[config.mk]
export PLATFORM = sky130hd
export DESIGN_NAME = mult_div_unit
export DESIGN_NICKNAME = d
export VERILOG_FILES = /design/src/rtl/mult_div_unit.sv
export SDC_FILE = /design/constraint.sdc
export NUM_CORES = 1
export LEC_CHECK = 0
export ABC_AREA = 1
export CAP_MARGIN = 10
export CORE_ASPECT_RATIO = 1.25
export CORE_MARGIN = 4
export CORE_UTILIZATION = 59
export DETAILED_ROUTE_END_ITERATION = 8
export GPL_TIMING_DRIVEN = 1
export MAX_ROUTING_LAYER = met4
export PLACE_DENSITY = 0.89
export SETUP_SLACK_MARGIN = 0.4
export SLEW_MARGIN = 10
export SYNTH_ARGS = -nofsm -noshare
export SYNTH_HDL_FRONTEND = slang
export SYNTH_SLANG_ARGS = --single-unit
[constraint.sdc]
create_clock -name clock -period 17.4 [get_ports clock]
set_input_delay 3.48 -clock clock [delete_from_list [all_inputs] [get_ports clock]]
set_output_delay 3.48 -clock clock [all_outputs]
set_load 0.01 [all_outputs]
[src/rtl/mult_div_unit.sv]
// -----------------------------------------------------------------------------
// mult_div_unit
//
// Iterative multiply/divide unit for the EX stage of a five-stage MIPS
// pipeline. It implements mult, multu, div and divu into the architectural
// HI/LO registers and performs one shift-add (multiply) or one restoring
// shift-subtract (divide) step per clock.
//
// Configuration macro:
//   MULT_DIV_DIVIDE_EN  defined   -> divider datapath present.
//                       undefined -> divider removed; div/divu are accepted,
//                                    end one cycle later with Done and leave
//                                    HI/LO unchanged (DivByZero stays 0).
//
// Ports:
//   clock      in   1  system clock, rising edge active
//   reset      in   1  asynchronous, active-high reset
//   Start      in   1  operation request, sampled only while Busy=0
//   Op         in   2  00 mult, 01 multu, 10 div, 11 divu
//   inA        in   N  multiplicand / dividend
//   inB        in   N  multiplier / divisor
//   Flush      in   1  abort the operation in flight
//   Busy       out  1  operation in progress
//   Done       out  1  one-cycle pulse when an operation completes
//   DivByZero  out  1  one-cycle pulse with Done for a divide by zero
//   HI         out  N  high product word / remainder
//   LO         out  N  low product word / quotient
// -----------------------------------------------------------------------------
module mult_div_unit #(
    parameter int N = 32
) (
    input  logic         clock,
    input  logic         reset,
    input  logic         Start,
    input  logic [1:0]   Op,
    input  logic [N-1:0] inA,
    input  logic [N-1:0] inB,
    input  logic         Flush,
    output logic         Busy,
    output logic         Done,
    output logic         DivByZero,
    output logic [N-1:0] HI,
    output logic [N-1:0] LO
);

    localparam int            CW        = 6;
    localparam logic [CW-1:0] LAST_ITER = CW'(N - 1);
    localparam logic [CW-1:0] CNT_ONE   = {{(CW-1){1'b0}}, 1'b1};

    typedef enum logic [1:0] {
        IDLE = 2'b00,
        CALC = 2'b01,
        FIX  = 2'b10
    } state_t;

    state_t         state_r;
    state_t         state_s;

    logic [CW-1:0]  cnt_r;
    // Multiply: {partial product, remaining multiplier bits}.
    // Divide:   {partial remainder, dividend bits becoming quotient bits}.
    logic [2*N-1:0] acc_r;
    // Multiplicand magnitude for multiply, divisor magnitude for divide.
    logic [N-1:0]   opnd_r;
    logic           neg_lo_r;      // product or quotient must be negated
    logic           nowrite_r;     // finish without touching HI/LO
    logic           busy_r;
    logic           done_r;
    logic           dbz_out_r;
    logic [N-1:0]   hi_r;
    logic [N-1:0]   lo_r;

    logic           signed_s;
    logic           a_neg_s;
    logic           b_neg_s;
    logic [N-1:0]   a_mag_s;
    logic [N-1:0]   b_mag_s;
    logic           accept_s;
    logic           skip_s;

    logic [N:0]     mul_add_s;
    logic [N:0]     mul_sum_s;
    logic [2*N-1:0] mul_next_s;
    logic [2*N-1:0] iter_next_s;
    logic [2*N-1:0] prod_fix_s;
    logic [N-1:0]   fix_hi_s;
    logic [N-1:0]   fix_lo_s;

`ifdef MULT_DIV_DIVIDE_EN
    logic           is_div_r;
    logic           neg_hi_r;      // remainder takes the dividend's sign
    logic           dbz_r;
    logic [N:0]     div_diff_s;
    logic [2*N-1:0] div_next_s;
`endif

    // Operand decode: magnitudes and signs for the signed variants
    always_comb begin
        signed_s = ~Op[0];
        a_neg_s  = signed_s & inA[N-1];
        b_neg_s  = signed_s & inB[N-1];
        if (a_neg_s) begin
            a_mag_s = {N{1'b0}} - inA;
        end else begin
            a_mag_s = inA;
        end
        if (b_neg_s) begin
            b_mag_s = {N{1'b0}} - inB;
        end else begin
            b_mag_s = inB;
        end
        accept_s = (state_r == IDLE) & Start & ~Flush;
`ifdef MULT_DIV_DIVIDE_EN
        skip_s   = Op[1] & (inB == {N{1'b0}});
`else
        skip_s   = Op[1];
`endif
    end

    // Radix-2 shift-add multiply step: add multiplicand if the current
    // multiplier bit is set, then shift the whole accumulator right
    always_comb begin
        if (acc_r[0]) begin
            mul_add_s = {1'b0, opnd_r};
        end else begin
            mul_add_s = {(N+1){1'b0}};
        end
        mul_sum_s  = {1'b0, acc_r[2*N-1:N]} + mul_add_s;
        mul_next_s = {mul_sum_s, acc_r[N-1:1]};
    end

`ifdef MULT_DIV_DIVIDE_EN
    // Restoring divide step: trial-subtract the divisor from the shifted
    // remainder; keep the difference and shift in a 1 only if it did not borrow
    always_comb begin
        div_diff_s = acc_r[2*N-1:N-1] - {1'b0, opnd_r};
        if (div_diff_s[N]) begin
            div_next_s = {acc_r[2*N-2:0], 1'b0};
        end else begin
            div_next_s = {div_diff_s[N-1:0], acc_r[N-2:0], 1'b1};
        end
    end
`endif

    // Select the iteration result and compute the sign-fixed HI/LO values
    always_comb begin
`ifdef MULT_DIV_DIVIDE_EN
        if (is_div_r) begin
            iter_next_s = div_next_s;
        end else begin
            iter_next_s = mul_next_s;
        end
`else
        iter_next_s = mul_next_s;
`endif
        if (neg_lo_r) begin
            prod_fix_s = {(2*N){1'b0}} - acc_r;
        end else begin
            prod_fix_s = acc_r;
        end
        fix_hi_s = prod_fix_s[2*N-1:N];
        fix_lo_s = prod_fix_s[N-1:0];
`ifdef MULT_DIV_DIVIDE_EN
        if (is_div_r) begin
            if (neg_lo_r) begin
                fix_lo_s = {N{1'b0}} - acc_r[N-1:0];
            end else begin
                fix_lo_s = acc_r[N-1:0];
            end
            if (neg_hi_r) begin
                fix_hi_s = {N{1'b0}} - acc_r[2*N-1:N];
            end else begin
                fix_hi_s = acc_r[2*N-1:N];
            end
        end else begin
            fix_hi_s = prod_fix_s[2*N-1:N];
            fix_lo_s = prod_fix_s[N-1:0];
        end
`endif
    end

    // FSM next-state logic
    always_comb begin
        state_s = state_r;
        case (state_r)
            IDLE: begin
                if (accept_s) begin
                    if (skip_s) begin
                        state_s = FIX;
                    end else begin
                        state_s = CALC;
                    end
                end else begin
                    state_s = IDLE;
                end
            end
            CALC: begin
                if (Flush) begin
                    state_s = IDLE;
                end else if (cnt_r == LAST_ITER) begin
                    state_s = FIX;
                end else begin
                    state_s = CALC;
                end
            end
            FIX: begin
                state_s = IDLE;
            end
            default: begin
                state_s = IDLE;
            end
        endcase
    end

    // FSM state register
    always_ff @(posedge clock or posedge reset) begin
        if (reset) begin
            state_r <= IDLE;
        end else begin
            state_r <= state_s;
        end
    end

    // Operand capture, per-cycle iteration and the HI/LO write in FIX
    always_ff @(posedge clock or posedge reset) begin
        if (reset) begin
            cnt_r     <= {CW{1'b0}};
            acc_r     <= {(2*N){1'b0}};
            opnd_r    <= {N{1'b0}};
            neg_lo_r  <= 1'b0;
            nowrite_r <= 1'b0;
            hi_r      <= {N{1'b0}};
            lo_r      <= {N{1'b0}};
`ifdef MULT_DIV_DIVIDE_EN
            is_div_r  <= 1'b0;
            neg_hi_r  <= 1'b0;
            dbz_r     <= 1'b0;
`endif
        end else begin
            case (state_r)
                IDLE: begin
                    if (accept_s) begin
                        opnd_r    <= Op[1] ? b_mag_s : a_mag_s;
                        acc_r     <= {{N{1'b0}}, (Op[1] ? a_mag_s : b_mag_s)};
                        neg_lo_r  <= a_neg_s ^ b_neg_s;
                        nowrite_r <= skip_s;
                        cnt_r     <= {CW{1'b0}};
`ifdef MULT_DIV_DIVIDE_EN
                        is_div_r  <= Op[1];
                        neg_hi_r  <= a_neg_s;
                        dbz_r     <= skip_s;
`endif
                    end
                end
                CALC: begin
                    if (!Flush) begin
                        acc_r <= iter_next_s;
                        cnt_r <= cnt_r + CNT_ONE;
                    end
                end
                FIX: begin
                    if (!Flush && !nowrite_r) begin
                        hi_r <= fix_hi_s;
                        lo_r <= fix_lo_s;
                    end
                end
                default: begin
                    cnt_r <= {CW{1'b0}};
                end
            endcase
        end
    end

    // Registered status outputs
    always_ff @(posedge clock or posedge reset) begin
        if (reset) begin
            busy_r    <= 1'b0;
            done_r    <= 1'b0;
            dbz_out_r <= 1'b0;
        end else begin
            busy_r    <= (state_s != IDLE);
            done_r    <= (state_r == FIX) && !Flush;
`ifdef MULT_DIV_DIVIDE_EN
            dbz_out_r <= (state_r == FIX) && !Flush && dbz_r;
`else
            dbz_out_r <= 1'b0;
`endif
        end
    end

    assign Busy      = busy_r;
    assign Done      = done_r;
    assign DivByZero = dbz_out_r;
    assign HI        = hi_r;
    assign LO        = lo_r;

endmodule

==> key figures, run 1 <==
CTS
  – Sink Count: ~170
  – Setup bufs post-CTS: 0
  – Root Buffer Master: clkbuf_16
  – Clock slew at reported path FFs: around 0.08 ns
  – CTS tree: done
  – PostCTS Resize Cnt: 0
  – Clk Latency, worst-skew pair: around 0.46 ns
  – H-tree depth: 4
  – Hold-fix buffers at CTS: 0
  – TritonCTS buffer count: 17
  – Max Root-Sink Buffers: 2

Power and ir drop
  – Max VDD drop: between 80 and 90 uV
  – Sequential share of power: a little over a third
  – Sw Ratio: between 40% and 50%
  – P_int: 1.01 mW
  – Lkg Pwr: 7.95 nW
  – P_sw: around 0.74 mW
  – Clk pwr share: a little over a fifth
  – Logic pwr share: between 40% and 50%
  – Power per Cell Area: 112 mW/mm2

Layout
  – Layout Nets: roughly 2400
  – Post-Layout Cell Count: 2555
  – Design area: 0.0157 mm2
  – Final core utilization: between 60% and 70%
  – Layout cells sized above 1: 5.06%
  – Layout area overhead: 15.0%

Yosys
  – Synth Net Count: roughly 2300
  – Ys flop type: dfrtp_1
  – Mux cell area share after synthesis: 0%
  – Ys async rst share: 100%
  – Largest family of logic cells by synthesized area: simple AND/OR/NAND/NOR gates
  – EDFF count, synth: 0
  – Post-synthesis sequential area ratio: roughly a third
  – Synth Area in Compound Gates: a little under an eighth
  – Post-Synth Simple-Gate Area: slightly below 40%
  – Synth Area in XOR/XNOR: roughly 4.6%
  – Netlist cell types: 50
  – Syn avg cell area: around 6.3 um2
  – Synth warn: 0
  – Adder-cell share of the synthesized area: around 3.4%
  – Mapped Area: between 0.01 and 0.015 mm2
  – Register bit count reported by yosys: 172
  – Post-Syn Instances: ~2200

Global route
  – Vias in the first global route: 14100
  – Largest net degree at the start of global routing: 94
  – Gr ovfl total: 0
  – Initial antenna violation count: 1
  – First-pass GRT wire length: ~73000 um
  – Total track usage: 37.6%

Timing
  – Final Hold Fails: 0
  – Period utilisation layout: approximately a third
  – Worst hold margin: ~0.48 ns
  – Peak Freq: ~0.17 GHz
  – RSZ-0062 raised after global routing: no
  – Total negative slack: 0 ns
  – Pins over their slew limit: 0
  – Clk_skew: approximately 0.023 ns
  – Tmin final: roughly 6.1 ns
  – Slew headroom: between 20% and 30%
  – Worst slew pin tran: roughly 1.1 ns
  – Final setup fails: 0

Die
  – Ports: ~140
  – Die height: 178 um
  – Row count: approximately 60
  – Die ar.: between 0.02 and 0.03 mm2
  – Initial cell density of the core: around three fifths
  – CORE AREA: between 0.02 and 0.025 mm2
  – Die Wd: approximately 140 um

Run
  – Max-Cap Viols: 0

Critical path
  – FF-to-FF path depth: 10
  – R2r setup slk: approximately 14 ns
  – CP Launch Type: input port
  – Worst r2r src: state_r[0]
  – CP arrival: between 6 and 7 ns
  – CP endpoint kind: flop
  – Peak fanout along the critical path: 24
  – WP data required: 17.79 ns
  – R2R Path End: acc_r[2]
  – Kind of critical path: in2reg

Placement
  – Area after DPL: ~0.015 mm2
  – Placed cell count: around 2500
  – GP Congestion: ~1.1
  – IO buf count: roughly 140
  – HPWL Detailed: between 30000 and 40000 um

Drt
  – # DRC: 0
  – Vias: roughly 15000
  – DR WL/cell: ~18 um
  – Drt total wl: approximately 46000 um
  – Antenna viol nets, final: 0
  – Vias/cell: approximately 5.8
  – Initial drt markers: ~1600
  – Pre-Repair DR Iteration Count: 8

Run status
  – Status: finished, final reports clean

Worst hold path
  – Hold path depth: 2
  – Min-Delay Path Class: reg2reg
  – Hold wc startpoint: HI[1]
  – Hold Crit Endpoint: HI[1]
-- kinds of logic after synthesis --
| family | count (synthesis) |
|---|---|
| and+or+nand+nor | 1262 |
| AOI/OAI and AO/OA | 281 |
| buffers and inverters | 336 |
| xor gates and xnor gates | 72 |
| adders and majority gates | 37 |
| other | 1 |
| DFF | 172 |
-- critical path: stages --
cell and delay, ns:
clkdlybuf4s50_1 0.82, inv_1 0.38, nor2_1 0.90, inv_2 0.46, a21oi_1 0.25, a21oi_1 0.06
nand2_1 0.08
-- area by class of cell --
type                            count  area, um2
Antenna cell                        1       2.50
Clock buffer                       17        425
Clock inverter                     15        170
Fill cell                        1982       6820
Inverter                          273       1030
Multi-Input combinational cell   1653       8010
Sequential cell                   172       4310
Tap cell                          283        354
Timing Repair Buffer              141       1400
-- state kept, by name, summed over array words and instances (netlist names) --
name / cells
HI: 32
cnt_r: 6
Busy: 1
acc_r: 64
neg_lo_r: 1
opnd_r: 32
nowrite_r: 1
Done: 1
state_r: 2
LO: 32
-- power by group through the flow --
stage,sequential (mW),combinational [mW],clock (mW)
floorplan,0.625,0.424,0
global placement,0.630,0.709,0
detailed placement,0.633,0.726,0
CTS,0.627,0.730,0.386
global route,0.642,0.817,0.402
finish,0.632,0.736,0.385
-- through the flow --
stage,setup WS (ns),total power [mW]
after global routing,11.14,1.86
after floorplan,9.26,1.05
after detailed placement,11.02,1.36
after CTS,11.47,1.74
after global placement,11.01,1.34
final,11.35,1.75
-- layer usage --
layer	GRT usage [%]	wire (um)
met1	46.4	18300
met2	59.1	21200
met3	6.41	4000
met4	19.5	2760
met5	-	0
-- layout by cell type, fill, tap and decap left out, drive strengths merged, types with 2 or more instances in the layout --
| cell type | n |
|---|---|
| and2 | 2 |
| a21boi | 6 |
| o21ai | 127 |
| nand3 | 193 |
| nor2 | 274 |
| o21a | 2 |
| o21bai | 3 |
| buf | 6 |
| a21oi | 79 |
| dfrtp | 172 |
| nand4 | 29 |
| clkinv | 7 |
| a22oi | 2 |
| nor3 | 19 |
| o211ai | 22 |
| clkdlybuf4s50 | 135 |
| xor2 | 67 |
| clkbuf | 17 |
| xnor2 | 5 |
| or2 | 13 |
| ha | 36 |
| nor3b | 4 |
| o22ai | 20 |
| a21o | 2 |
| nand2 | 722 |
| o31ai | 2 |
| o221ai | 9 |
| nand3b | 4 |
| inv | 280 |
| a31oi | 5 |
-- worst max-delay path by stage --
stage                     start  depth (start not counted)  slack (ns)          to
final                     Op[1]                          7       11.35  opnd_r[22]
after global placement    Op[1]                          7       11.01  opnd_r[22]
after detailed placement  Op[1]                          7       11.02  opnd_r[22]
after global routing      Op[1]                          7       11.14  opnd_r[22]
after floorplan           reset                          1        9.26        Busy
after CTS                 Op[1]                          7       11.47  opnd_r[22]
-- Yosys cell counts (all sizes together), types with 3 or more instances --
| cell | n | area, um2 |
|---|---|---|
| o221ai | 9 | 78.8 |
| nor3b | 4 | 30.0 |
| nand3 | 193 | 998 |
| nor2 | 274 | 1120 |
| a31oi | 5 | 31.3 |
| or2 | 13 | 81.3 |
| nor3 | 19 | 125 |
| o211ai | 22 | 165 |
| nand3b | 4 | 30.0 |
| o21ai | 127 | 639 |
| a21oi | 79 | 395 |
| o21bai | 3 | 22.5 |
| ha | 36 | 450 |
| nand4 | 29 | 181 |
| a21boi | 6 | 45.0 |
| o22ai | 20 | 125 |
| xnor2 | 5 | 43.8 |
| nand2 | 722 | 2730 |
| dfrtp | 172 | 4300 |
| xor2 | 67 | 587 |
| clkbuf | 24 | 90.1 |
| inv | 272 | 1020 |
| buf | 39 | 218 |
Note: power is estimated with default switching activity, not from simulation.
==> run 2: changes to the inputs <==
--- a/config.mk
+++ b/config.mk
@@ -9,11 +9,11 @@
 export CAP_MARGIN = 10
 export CORE_ASPECT_RATIO = 1.25
 export CORE_MARGIN = 4
-export CORE_UTILIZATION = 59
+export CORE_UTILIZATION = 53
 export DETAILED_ROUTE_END_ITERATION = 8
 export GPL_TIMING_DRIVEN = 1
 export MAX_ROUTING_LAYER = met4
-export PLACE_DENSITY = 0.89
+export PLACE_DENSITY = 0.85
 export SETUP_SLACK_MARGIN = 0.4
 export SLEW_MARGIN = 10
 export SYNTH_ARGS = -nofsm -noshare
==> constraint.sdc (replaced) <==
create_clock -name clock -period 5.2 [get_ports clock]
set_input_delay 1.04 -clock clock [delete_from_list [all_inputs] [get_ports clock]]
set_output_delay 1.04 -clock clock [all_outputs]
set_load 0.01 [all_outputs]
==> run 2 against run 1 <==
  * Routed wire length increased by 0.90%
  * Clock skew fell by 0.0099 ns
  * Combinational power grew to 3.3 times the previous value
  * Largest cell class unchanged
==> key figures, run 2 (same netlist as run 1, synthesis figures left out) <==
Critical path
  – CP endpoint kind: flop
  – CP arrival: 3.52 ns (-2.93 ns)
  – Kind of critical path: reg2reg
  – Setup crit start: state_r[0]
  – WP data required: 5.50 ns (-12.29 ns)
  – Worst r2r src: state_r[0]
  – Peak fanout along the critical path: 42 (+75%)
  – CP Launch Type: flop

Timing
  – Worst slew pin tran: 1.02 ns (-0.0537 ns)
  – Tmin final: 3.23 ns
  – Pins over their slew limit: 0 (unchanged)
  – Final Hold Fails: 0 (unchanged)
  – RSZ-0062 raised after global routing: no
  – Total negative slack: 0 ns (unchanged)
  – Final setup margin: 1.97 ns (-9.37 ns)
  – Clk_skew: 0.0128 ns (-0.00986 ns)
  – Final setup fails: 0 (unchanged)
  – Slew headroom: 32.0% (+3.6 points)
  – Period utilisation layout: 62.0%
  – Peak Freq: 0.310 GHz

Layout
  – Max reg flops: 64 (unchanged)
  – Antenna cells: 0 (-1)
  – Layout Nets: 2367 (+0.085%)
  – Layout area overhead: 15.8%
  – Reg with most FFs: acc_r
  – Commonest non-fill, non-tap cell in the layout: nand2_1
  – Design area: 0.0158 mm2 (+0.70%)
  – Most frequent cells in the layout: nand2_1, nor2_1, inv_1
  – Layout cells sized above 1: 5.10% (+0.040 points)

CTS
  – Max Root-Sink Buffers: 2 (unchanged)
  – TritonCTS buffer count: 17 (unchanged)
  – Clock slew at reported path FFs: 0.07 ns (about the same)
  – H-tree depth: 4 (unchanged)
  – PostCTS Resize Cnt: 0 (unchanged)
  – Hold-fix buffers at CTS: 0 (unchanged)
  – Clk Latency, worst-skew pair: 0.44 ns (-0.02 ns)
  – CTS tree: done
  – Root Buffer Master: clkbuf_16
  – Sink Count: 172 (unchanged)
  – Setup bufs post-CTS: 0 (unchanged)

Worst hold path
  – Min-Delay Path Class: reg2reg
  – Hold wc startpoint: HI[3]

Drt
  – Vias/cell: 5.59 (-4.2%)
  – Drt total wl: 46700 um (+0.90%)
  – Pre-Repair DR Iteration Count: 6 (-2)
  – Initial drt markers: 1286 (-19%)
  – # DRC: 0 (unchanged)
  – Antenna viol nets, final: 0 (unchanged)
  – Vias: 14600 (-2.2%)
  – DR WL/cell: 17.9 um (-1.2%)

Die
  – Die ar.: 0.0284 mm2 (+11%)
  – Die Wd: 152 um (+5.2%)
  – Die height: 187 um (+5.3%)
  – CORE AREA: 0.0253 mm2 (+12%)
  – Ports: 137 (unchanged)
  – Row count: 65 (+6.6%)
  – Initial cell density of the core: 53.9% (-6.7 points)

Placement
  – Pre-CTS setup slack: 1.68 ns (-9.34 ns)
  – HPWL Detailed: 37600 um (+1.8%)
  – GP Congestion: 1.03 (-2.7%)
  – Area after DPL: 0.0152 mm2 (+0.61%)
  – IO buf count: 135 (unchanged)

Global route
  – Vias in the first global route: 14300 (+1.3%)
  – Total track usage: 34.1% (-3.5 points)
  – First-pass GRT wire length: 73600 um (+0.88%)
  – Gr ovfl total: 0 (unchanged)
  – Largest net degree at the start of global routing: 173 (+84%)
  – Initial antenna violation count: 0 (-1)

Power and ir drop
  – Power per Cell Area: 374 mW/mm2 (+230%)
  – Lkg Pwr: 7.97 nW (+0.22%)
  – Max VDD drop: 211 uV (+150%)

Run
  – Max-Cap Viols: 0 (unchanged)

Run status
  – Status: finished, final reports clean
[run 2: cell types whose count changed in the layout (fill, tap and decap cells not counted), sizes merged]
| cell | delta |
|---|---|
| inv | -5 |
| bufinv | +3 |
| buf | +2 |
| clkinvlp | +2 |
| clkbuf | +1 |
| clkinv | -1 |
| diode | -1 |
[run 2: power by group]
group	switching, mW	internal, mW
sequential	0.393	1.72
combinational	1.42	1.02
clock	0.587	0.767
[run 2: worst paths after layout]
check	end	slack, ns	depth (start not counted)
min reg2reg	HI[3]	0.48	2
max reg2reg	acc_r[17]	1.97	11
min	HI[3]	0.48	2
max in group asynchronous	acc_r[57]	3.25	3
min in group asynchronous	LO[17]	1.20	3
max	acc_r[17]	1.97	11
[run 2: layer usage]
metal / routed length, um / share of wire [%] / up-vias / track usage, %
li1: - / - / 7103 / -
met1: 19400 / 41 / 6705 / 42.7
met2: 21500 / 46 / 621 / 53.6
met3: 2970 / 6.4 / 153 / 4.19
met4: 2840 / 6.1 / 0 / 17.7
met5: 0 / 0 / - / -
[run 2: area by class of cell]
cell class | count | area (um2)
multi-input combinational | 1653 | 8010
tap | 335 | 419
clock buffer | 18 | 429
sequential | 172 | 4310
fill | 2429 | 9490
inverter | 273 | 1030
timing repair buffer | 143 | 1420
clock inverter | 14 | 188
[run 2: critical path: stages (launching register included)]
cell and delay (ns):
dfrtp_1 0.49, inv_2 0.10, nor2_4 0.37, inv_2 0.30, nor2_4 0.13, buf_4 0.36, nor2_2 0.07, buf_4 0.28
inv_2 0.55, o22ai_1 0.20, inv_2 0.08, o211ai_1 0.10
[run 2: stage by stage]
step                power (mW)  std cells  utilization [%]  hold slack (ns)
detailed placement        4.54       2576             60.1            0.465
global route              6.29       2608             62.5            0.498
floorplan                 3.51       2161                -            0.451
CTS                       5.90       2608             62.5            0.482
global placement          4.50       2576             60.1            0.463
finish                    5.91       2608             62.5            0.478
